File: config.mk
export PLATFORM = sky130hd
export DESIGN_NAME = key_event_conditioner
export DESIGN_NICKNAME = d
export VERILOG_FILES = /design/src/rtl/key_event_conditioner.sv
export SDC_FILE = /design/constraint.sdc
export NUM_CORES = 1
export LEC_CHECK = 0
export BUFFER_PORTS_ARGS = -buffer_cell sky130_fd_sc_hd__buf_2
export CAP_MARGIN = 30
export CORE_ASPECT_RATIO = 0.5
export CORE_UTILIZATION = 56
export DETAILED_ROUTE_END_ITERATION = 10
export MAX_ROUTING_LAYER = met4
export PLACE_DENSITY = 0.81
export RECOVER_POWER = 50
export SLEW_MARGIN = 10
export SYNTH_ARGS = -nofsm -noshare
export SYNTH_HDL_FRONTEND = slang
export SYNTH_SLANG_ARGS = --single-unit
File: constraint.sdc
create_clock -name clk_in -period 1.8 [get_ports clk_in]
set_clock_uncertainty 0.2 [all_clocks]
set_input_delay 0.18 -clock clk_in [delete_from_list [all_inputs] [get_ports clk_in]]
set_output_delay 0.18 -clock clk_in [all_outputs]
set_load 0.1 [all_outputs]
File: src/rtl/key_event_conditioner.sv
// key_event_conditioner
// Conditions the eight raw piano key switches and the song-start button for
// the guided-play note counter: 2-FF synchronizers, per-channel debounce,
// rising-edge detection, key press strobe with priority-encoded index, and a
// start trigger strobe.
//
// Parameters:
//   DEBOUNCE_CYCLES  stable cycles required before a clean level changes (>= 2)
// Ports:
//   clk_in         system clock
//   rst_in         synchronous active-high reset
//   keys_raw[7:0]  raw key switches, bit 0 = low C
//   btn_raw        raw song-start button
//   keys_clean     debounced key levels
//   key_pulse      one-cycle strobe for a newly pressed key
//   key_index      lowest-index key of the most recent key_pulse (held)
//   multi_key      with key_pulse: more than one key rose in that cycle
//   trigger_pulse  one-cycle strobe on a debounced button press
// Configuration:
//   KEY_LOCKOUT_EN  when defined, after a key_pulse further key presses are
//                   ignored until all keys are released.
module key_event_conditioner #(
   parameter int unsigned DEBOUNCE_CYCLES = 1_000_000
) (
   input  logic       clk_in,
   input  logic       rst_in,
   input  logic [7:0] keys_raw,
   input  logic       btn_raw,
   output logic [7:0] keys_clean,
   output logic       key_pulse,
   output logic [2:0] key_index,
   output logic       multi_key,
   output logic       trigger_pulse
);

   localparam int unsigned N_CH  = 9;
   localparam int unsigned CNT_W = $clog2(DEBOUNCE_CYCLES);
   // Toggle on the increment that would land on DEBOUNCE_CYCLES-1.
   localparam logic [CNT_W-1:0] CNT_LAST = CNT_W'(DEBOUNCE_CYCLES - 2);

   logic [N_CH-1:0]            sync1_q, sync1_d;
   logic [N_CH-1:0]            sync2_q, sync2_d;
   logic [N_CH-1:0]            clean_q, clean_d;
   logic [N_CH-1:0]            clean_dly_q, clean_dly_d;
   logic [N_CH-1:0][CNT_W-1:0] cnt_q, cnt_d;
   logic                       key_pulse_q, key_pulse_d;
   logic [2:0]                 key_index_q, key_index_d;
   logic                       multi_key_q, multi_key_d;
   logic                       trigger_pulse_q, trigger_pulse_d;

   logic [N_CH-1:0] rise_c;
   logic [7:0]      key_rise_c;
   logic [2:0]      first_c;
   logic            multi_c;
   logic            accept_c;

   // Synchronizers and per-channel debounce; channel 8 is the button.
   always_comb begin
      sync1_d     = {btn_raw, keys_raw};
      sync2_d     = sync1_q;
      clean_d     = clean_q;
      cnt_d       = cnt_q;
      clean_dly_d = clean_q;
      for (int i = 0; i < N_CH; i++) begin
         if (sync2_q[i] == clean_q[i]) begin
            cnt_d[i] = '0;
         end else if (cnt_q[i] == CNT_LAST) begin
            clean_d[i] = ~clean_q[i];
            cnt_d[i]   = '0;
         end else begin
            cnt_d[i] = cnt_q[i] + CNT_W'(1);
         end
      end
   end

   // Rising edges, lowest-index priority encode, and more-than-one-bit test.
   always_comb begin
      rise_c     = clean_q & ~clean_dly_q;
      key_rise_c = rise_c[7:0];
      first_c    = 3'd0;
      for (int i = 7; i >= 0; i--) begin
         if (key_rise_c[i]) first_c = 3'(i);
      end
      multi_c = (key_rise_c & (key_rise_c - 8'd1)) != 8'd0;
   end

`ifdef KEY_LOCKOUT_EN
   typedef enum logic {ARMED = 1'b0, LOCKED = 1'b1} lock_state_e;
   lock_state_e state_q, state_d;

   // Lockout: one accepted press, then wait for every key to be released.
   always_comb begin
      state_d  = state_q;
      accept_c = 1'b0;
      case (state_q)
         ARMED: begin
            if (key_rise_c != 8'h00) begin
               accept_c = 1'b1;
               state_d  = LOCKED;
            end
         end
         LOCKED: begin
            if (clean_q[7:0] == 8'h00) state_d = ARMED;
         end
         default: state_d = ARMED;
      endcase
   end

   always_ff @(posedge clk_in) begin
      if (rst_in) state_q <= ARMED;
      else        state_q <= state_d;
   end
`else
   assign accept_c = key_rise_c != 8'h00;
`endif

   // Registered event outputs; key_index holds between accepted presses.
   always_comb begin
      key_pulse_d     = accept_c;
      multi_key_d     = accept_c & multi_c;
      key_index_d     = accept_c ? first_c : key_index_q;
      trigger_pulse_d = rise_c[8];
   end

   always_ff @(posedge clk_in) begin
      if (rst_in) begin
         sync1_q         <= '0;
         sync2_q         <= '0;
         clean_q         <= '0;
         clean_dly_q     <= '0;
         cnt_q           <= '0;
         key_pulse_q     <= 1'b0;
         key_index_q     <= 3'd0;
         multi_key_q     <= 1'b0;
         trigger_pulse_q <= 1'b0;
      end else begin
         sync1_q         <= sync1_d;
         sync2_q         <= sync2_d;
         clean_q         <= clean_d;
         clean_dly_q     <= clean_dly_d;
         cnt_q           <= cnt_d;
         key_pulse_q     <= key_pulse_d;
         key_index_q     <= key_index_d;
         multi_key_q     <= multi_key_d;
         trigger_pulse_q <= trigger_pulse_d;
      end
   end

   assign keys_clean    = clean_q[7:0];
   assign key_pulse     = key_pulse_q;
   assign key_index     = key_index_q;
   assign multi_key     = multi_key_q;
   assign trigger_pulse = trigger_pulse_q;

endmodule

**Word level (Yosys, flattened, before mapping)**

Cells that the tools add are included.

- Register bits: 222
- Bits of input ports: 11

- Reductions and logical operators: 20
- Add/subtract/negate cells: 10
- Muxes and demuxes: 8
- Bitwise gates (word level): 22
- Equality and inequality tests: 18

Operators with widths:

| cell | count |
|---|---|
| adder 20 x 1 -> 20 bit (second input constant) | 9 |
| equality test 20 bit (second input constant) | 9 |
| OR reduction 3 bit | 9 |
| 2-to-1 mux 3 bit | 8 |
| NOT 1 bit | 18 |
| AND reduction 2 bit | 9 |
| nonzero test 8 bit | 2 |
| bitwise AND 9 bit | 1 |
| equality test 1 bit | 9 |
| NOT 9 bit | 1 |
| bitwise AND 8 bit | 1 |
| subtractor 8 x 1 -> 8 bit (second input constant) | 1 |
| bitwise AND 1 bit | 1 |

**Longest topological paths before layout**

Gate-level depths: netlist of the first run.

- Depth in word-level cells: 10
- Gate-level depth with buffers: 8
- Mapped depth without buffers: 7

**Worst setup path after synthesis of the first run**

Ideal clock, no wire load.

- Path type: reg-to-reg
- From: register cnt_q[95] in the netlist's numbering
- To: register cnt_q[87] in the netlist's numbering
- Path slack: -0.041 ns
- Arrival time: 1.526 ns
- Data required time: 1.485 ns
- Cell stages (with the launch flop): 7
- Clock period less this slack: 1.841 ns
- Path buffers: 1
- Cells stage by stage: dfxtp_1 or4_1 nor4_1 nand4b_1 nand2_2 buf_6 nor2_1

- Longest elaborated chain between the ends: 2

RTL lines:

| item | RTL line | text |
|---|---|---|
| start, declared | 45 | `logic [N_CH-1:0][CNT_W-1:0] cnt_q, cnt_d;` |
| start signal, assigned | 141 | `cnt_q <= cnt_d;` |
| equality test 20 bit | 67 | `end else if (cnt_q[i] == CNT_LAST) begin` |
| OR reduction 3 bit (no source line) | -- |  |

No other way between the ends.
A chain may end at the register's enable or synchronous reset.

**Worst setup path after layout of the first run**

- From: register cnt_q[33] in the netlist's numbering
- To: register clean_q[1], in the netlist clean_dly_d[1]

- Longest elaborated chain between the ends: 2

RTL lines:

| item | RTL line | text |
|---|---|---|
| equality test 20 bit | 67 |  |
| AND reduction 2 bit (no source line) | -- |  |
| end signal, assigned | 139 | `clean_q <= clean_d;` |
| end, declared | 43 | `logic [N_CH-1:0] clean_q, clean_d;` |

No other way between the ends.

==> results.txt, run 1 <==
# rows - 33
Buffers added on ports - 24
Die extent in y - 93.6 um
Max Cap Viol - 0
Synth top area share - 0.473
CTS tree - built
Area share of fa/ha/maj cells after synthesis - 0.0240
Synth area leaders - dfxtp_1 (47%), xor2_1 (11%), nor2_1 (8.9%), xnor2_1 (4.9%), nand3_1 (3.9%)
Fin crit period - 2.00 ns
R2r setup slk - -0.20 ns
RSZ-0062 raised after global routing - true
Worst slew pin tran - 0.768 ns
Drt via density - 5.52
N_diodes - 0
WL per Instance - 16.2 um
Synthesized area - 9400 um2
Detail Placement HPWL - 12.5 mm
Pwr dens - 776 nW/um2
Finished Cell Area - 12,300 um2
Num CTS Buffers - 20
Ys flop type - dfxtp_1
H-tree depth - 1
YS warnings - 0
Crit path kind - flop to flop
Slowest-stage cell, CP - or4_4
Post-route ant nets - 0
First-pass GRT wire length - 33.1 mm
EDFF count, synth - 0
Violated checks - design-rule violations, negative setup slack
Setup crit start kind - flop
Io pins - 25
# DRC - 1
Synthesized flop and latch total - 222
Compound-gate portion of the synthesized area - 0.0108
First-pass iteration count of the detailed router - 8
Mapped Cells - 1,042
Full die area - 17,300 um2
Vias - 7,937
Worst path required time - 1.99 ns
Post-synthesis simple-gate area fraction - 0.298
Fillers - 923
Total design power - 9.55 mW
Vias in the first global route - 7,434
Die X - 185 um
Initial Util - 0.573
Clk pin slew, worst setup/hold paths - 0.07 ns
CP Cell Sequence - nor4b_2 > nand4b_1 > or4_4 > buf_6 > mux2i_1 > nor2_1
Hold Crit Class - flop to flop
Multiplexer area fraction after synthesis - 0.00959
Post-DP Area - 10,500 um2
Critical Path Max Stage Delay - 0.61 ns
Core area - 16,400 um2
Commonest cells after routing, fill and taps aside - dfxtp_1 (200), nor2_1 (158), xor2_1 (112)
Largest net degree at the start of global routing - 21
Combinational family with the most area after synthesis - simple AND/OR/NAND/NOR gates
Maximum operating frequency - 500 MHz
WL final - 23.3 mm
Root Driver - clkbuf_16
Leak - 4.43 nW
Post-Synth XOR/XNOR Area - 0.158
Initial antenna violation count - 0
Syn Area/Cell - 9.02 um2
Max-slew headroom - 0.488
CP Data Arrival Time - 2.19 ns
Largest area contributor in the netlist - dfxtp_1
Tot GR Track Use - 0.240
DRT iter0 DRCs - 455
Setup ws final - -0.198 ns
Most common cell after layout, fill and taps aside - dfxtp_1
Gr ovfl total - 0
Syn_nets - 1,071
Status - finished with violations
Final setup fails - 166
Max VDD drop - 0.646 mV
Post-synthesis sequential area ratio - 0.473
Layout Nets - 1,229
Asr flop ratio synth - 0
Skew-Pair Late Insertion Delay - 0.50 ns
Area added between synthesis and finish - 30.9%
Final Max Tran Viols - 0
GPL Wtd Cong - 0.839
Final period util - 1.11
# clock sinks - 222
CP endpoint kind - flop
Distinct cell type count after synthesis - 41
Fin. Hold Viols - 0
Layout cells sized above 1 - 0.267
Worst-case clock buffer depth - 3
Worst-path maximum fanout - 2
==> worst max-delay path: cells and delay by family (launching register included) <==
| kind | cells | cell delay [ns] |
|---|---|---|
| buffers and inverters | 1 | 0.15 |
| DFF | 1 | 0.33 |
| muxes | 1 | 0.13 |
| and+or+nand+nor | 4 | 1.08 |
==> layout make-up <==
cell class	count	area, um2	share of cell area
clock buffer	28	582	0.0473
clock inverter	6	82.6	0.00671
inverter	19	71.3	0.00580
multi-input combinational	770	5320	0.432
sequential	222	4480	0.364
tap	227	284	0.0231
timing repair buffer	167	1490	0.121
==> path summary, 6_finish.rpt <==
check | from | end | cells past startpoint
worst max-delay path | cnt_q[33]$_SDFF_PP0_ | clean_dly_d[1]$_SDFFE_PP0P_ | 6
worst min register to register | clean_dly_q[8]$_SDFF_PP0_ | trigger_pulse$_SDFF_PP0_ | 1
worst min-delay path | clean_dly_q[8]$_SDFF_PP0_ | trigger_pulse$_SDFF_PP0_ | 1
worst max register to register | cnt_q[33]$_SDFF_PP0_ | clean_dly_d[1]$_SDFFE_PP0P_ | 6
==> per-stage QoR <==
step	worst slack, ns	cells	utilization	setup TNS (ns)	hold WS [ns]
floorplan	-0.00911	1042	-	-0.154	0.108
CTS	-0.167	1426	0.708	-8.63	0.189
finish	-0.198	1439	0.751	-13.82	0.191
global route	-0.271	1439	0.751	-26.06	0.197
global placement	-0.0924	1372	0.644	-5.25	0.176
detailed placement	-0.117	1372	0.644	-11.02	0.183
==> state kept, by name (all words and copies together), names as in the netlist <==
name,flops
key_index,3
sync1_q,9
clean_dly_q,9
clean_dly_d,9
sync2_q,9
trigger_pulse,1
key_pulse,1
multi_key,1
cnt_q,180
==> per-layer routing <==
layer / wire length, um / part of all wire / track usage / up-vias
li1: - / - / - / 3787
met1: 9420 / 0.41 / 0.272 / 3860
met2: 12100 / 0.52 / 0.425 / 208
met3: 884 / 0.038 / 0.0436 / 82
met4: 833 / 0.036 / 0.0950 / 0
met5: 0 / 0 / - / -
==> cell families after synthesis <==
group,Yosys count
and+or+nand+nor,558
AOI/OAI and AO/OA,16
muxes,9
buffers and inverters,50
adders and majority gates,18
DFF,222
xor gates and xnor gates,169
==> power by group <==
| part | leakage [nW] | total, mW | switching (mW) | internal [mW] |
|---|---|---|---|---|
| registers | 1.80 | 4.95 | 0.0153 | 4.93 |
| clock network | 0.325 | 4.39 | 1.85 | 2.54 |
| logic | 2.31 | 0.211 | 0.107 | 0.104 |
| total | 4.43 | 9.55 | 1.97 | 7.58 |
==> Yosys cell counts, types with 9 or more instances <==
| cell type | count |
|---|---|
| buf_2 | 10 |
| nand2_1 | 74 |
| dfxtp_1 | 222 |
| nor4_1 | 11 |
| nand3_1 | 73 |
| nor3_1 | 13 |
| ha_1 | 18 |
| inv_1 | 19 |
| mux2i_1 | 9 |
| xor2_1 | 116 |
| nand4_1 | 45 |
| xnor2_1 | 53 |
| nor4b_1 | 10 |
| buf_4 | 12 |
| and3_1 | 20 |
| nor2b_1 | 31 |
| nor2_1 | 224 |
==> what timing repair did <==
| item | in CTS | in global routing |
|---|---|---|
| pin swaps | 16 | 83 |
| hold buffers | 12 | 0 |
| setup endpoints to repair | 132 | 178 |
| buffers inserted | 5 | 7 |
| resized for setup | 46 | 145 |
| hold endpoints to repair | 13 | 0 |
| cloned | 3 | 8 |
Note: power is estimated with default switching activity, not from simulation.
==> inputs of run 2 (changes only) <==
CELL_PAD_IN_SITES_DETAIL_PLACEMENT = 1   (was not set)
CELL_PAD_IN_SITES_GLOBAL_PLACEMENT = 1   (was not set)
CORE_UTILIZATION = 43   (was 56)
PLACE_DENSITY = 0.8   (was 0.81)
==> run 2 against run 1 <==
- the flow finishes with violations (negative setup slack)
- count of clock-buffer cells in the layout unchanged
- utilization decreased by 10 points
- via count increased by 18%
- worst hold slack improved by 0.039 ns
- sequential share of layout area decreased by 3.1 points
- wire length increased by 85%
- combinational power increased by 37%
- non-clock buffer count increased by 43
- die area increased by 30%
- critical path depth unchanged
- worst setup slack got worse by 0.22 ns
- design area increased by 10%
- largest power group is now clock
==> results.txt, run 2 (synthesis results as in run 1) <==
DRT iter0 DRCs - 677 (+49%)
First-pass iteration count of the detailed router - 5 (-3)
Max VDD drop - 0.744 mV (+15%)
Detail Placement HPWL - 15.6 mm (+24%)
# DRC - 0 (-1)
Commonest cells after routing, fill and taps aside - dfxtp_1 (173), buf_4 (135), xor2_1 (108)
Gr ovfl total - 0 (unchanged)
Post-route ant nets - 0 (unchanged)
WL final - 43.1 mm (+85%)
First-pass GRT wire length - 53.2 mm (+61%)
Setup crit start kind - flop
CP Depth - 6 (unchanged)
Fin. Hold Viols - 0 (unchanged)
Final Core Density - 0.648 (-0.103)
Worst path required time - 2.02 ns (+0.03 ns)
N_diodes - 0 (unchanged)
Hold slack final - 0.230 ns (+0.0386 ns)
Worst reg2reg startpoint - cnt_q[12]$_SDFF_PP0_
Max reg flops - 180 (unchanged)
WL per Instance - 27.8 um (+72%)
Num CTS Buffers - 21 (+5.0%)
# rows - 37 (+12%)
Leak - 4.78 nW (+7.7%)
Bufs and invs on worst path - 1 (unchanged)
Skew-Pair Late Insertion Delay - 0.53 ns (+0.03 ns)
Worst slew pin tran - 0.595 ns (-0.173 ns)
Initial antenna violation count - 0 (unchanged)
CTS tree - built
Crit path kind - flop to flop
Core area - 21,000 um2 (+28%)
Die extent in y - 107 um (+14%)
Maximum operating frequency - 450 MHz (-10%)
Root Driver - clkbuf_16
Worst Reg-to-Reg Cells - 6 (unchanged)
Vias - 9,352 (+18%)
H-tree depth - 1 (unchanged)
Die X - 211 um (+14%)
Fillers - 2,174 (+140%)
Worst hold path depth - 1 (unchanged)
Slowest-stage cell, CP - or4b_4
Worst Setup SP - cnt_q[12]$_SDFF_PP0_
Total design power - 10.2 mW (+7.3%)
Hold Crit Class - flop to flop
Buffers added on ports - 24 (unchanged)
Io pins - 25 (unchanged)
Initial Util - 0.448 (-0.125)
Violated checks - negative setup slack
Most common cell after layout, fill and taps aside - dfxtp_1
Final period util - 1.23 (+0.124)
Critical Path Max Stage Delay - 0.55 ns (-0.06 ns)
RSZ-0062 raised after global routing - true
Biggest register - cnt_q
Hold Startpoint - clean_dly_q[8]$_SDFF_PP0_
Tot GR Track Use - 0.308 (+0.0679)
CP Data Arrival Time - 2.44 ns (+0.25 ns)
Top delay family on crit path - simple AND/OR/NAND/NOR gates
Largest net degree at the start of global routing - 42 (+100%)
Worst-case clock buffer depth - 3 (unchanged)
Area added between synthesis and finish - 44.5%
Final Max Tran Viols - 0 (unchanged)
CP Cell Sequence - or4b_4 > nor4_4 > nand3_2 > buf_6 > mux2i_1 > nor2_1
# clock sinks - 222 (unchanged)
Clk pin slew, worst setup/hold paths - 0.08 ns (about the same)
Status - finished with violations
Layout cells sized above 1 - 0.378 (+0.111)
Fin crit period - 2.22 ns (+0.223 ns)
CP endpoint kind - flop
Drt via density - 6.04 (+9.5%)
Max-slew headroom - 0.602 (+0.114)
Worst-path maximum fanout - 2 (unchanged)
Full die area - 22,500 um2 (+30%)
Setup ws final - -0.422 ns (-0.223 ns)
Layout Nets - 1,273 (+3.6%)
Final setup fails - 177 (+6.6%)
Vias in the first global route - 9,626 (+29%)
Pwr dens - 755 nW/um2 (-2.8%)
GPL Wtd Cong - 0.805 (-4.0%)
Max Cap Viol - 0 (unchanged)
[run 2: power breakdown]
part	total (mW)	internal [mW]	switching (mW)	leakage (nW)
clock	5.01	2.73	2.28	0.341
sequential	4.95	4.92	0.0269	1.82
combinational	0.290	0.135	0.154	2.62
total	10.2	7.79	2.46	4.78
[run 2: worst paths after layout]
check	endpoint	slack (ns)
max	clean_dly_d[0]$_SDFFE_PP0P_	-0.42
min	trigger_pulse$_SDFF_PP0_	0.23
min reg2reg	trigger_pulse$_SDFF_PP0_	0.23
max reg2reg	clean_dly_d[0]$_SDFFE_PP0P_	-0.42
[run 2: per-layer routing]
| metal | vias to the layer above | part of all wire | track usage | wire (um) |
|---|---|---|---|---|
| met5 | - | 0 | - | 0 |
| met4 | 0 | 0.072 | 0.158 | 3110 |
| met3 | 247 | 0.056 | 0.0428 | 2430 |
| met2 | 524 | 0.49 | 0.558 | 21100 |
| met1 | 4697 | 0.38 | 0.332 | 16500 |
| li1 | 3884 | - | - | - |
[run 2: area by class of cell]
| class | instances | area (um2) | area share |
|---|---|---|---|
| Multi-Input combinational cell | 770 | 5910 | 0.435 |
| Sequential cell | 222 | 4520 | 0.333 |
| Timing Repair Buffer | 210 | 1990 | 0.147 |
| Clock buffer | 28 | 582 | 0.0428 |
| Tap cell | 292 | 365 | 0.0269 |
| Clock inverter | 8 | 131 | 0.00967 |
| Inverter | 19 | 73.8 | 0.00544 |
[run 2: what timing repair did]
action | CTS | global route
endpoints found under the setup margin | 177 | 190
setup buffers | 21 | 20
resized for setup | 113 | 285
gates cloned | 11 | 6
hold buffers | 17 | 0
endpoints found under the hold margin | 37 | 0
pin swaps | 61 | 98
[run 2: through the flow]
| step | std cells | instance area, um2 | TNS (ns) | setup WS, ns |
|---|---|---|---|---|
| detailed placement | 1449 | 10700 | -15.89 | -0.180 |
| global route | 1549 | 13600 | -48.88 | -0.440 |
| CTS | 1533 | 12400 | -15.07 | -0.184 |
| floorplan | 1042 | 9410 | -0.154 | -0.00911 |
| global placement | 1449 | 10700 | -10.93 | -0.166 |
| finish | 1549 | 13600 | -41.48 | -0.422 |
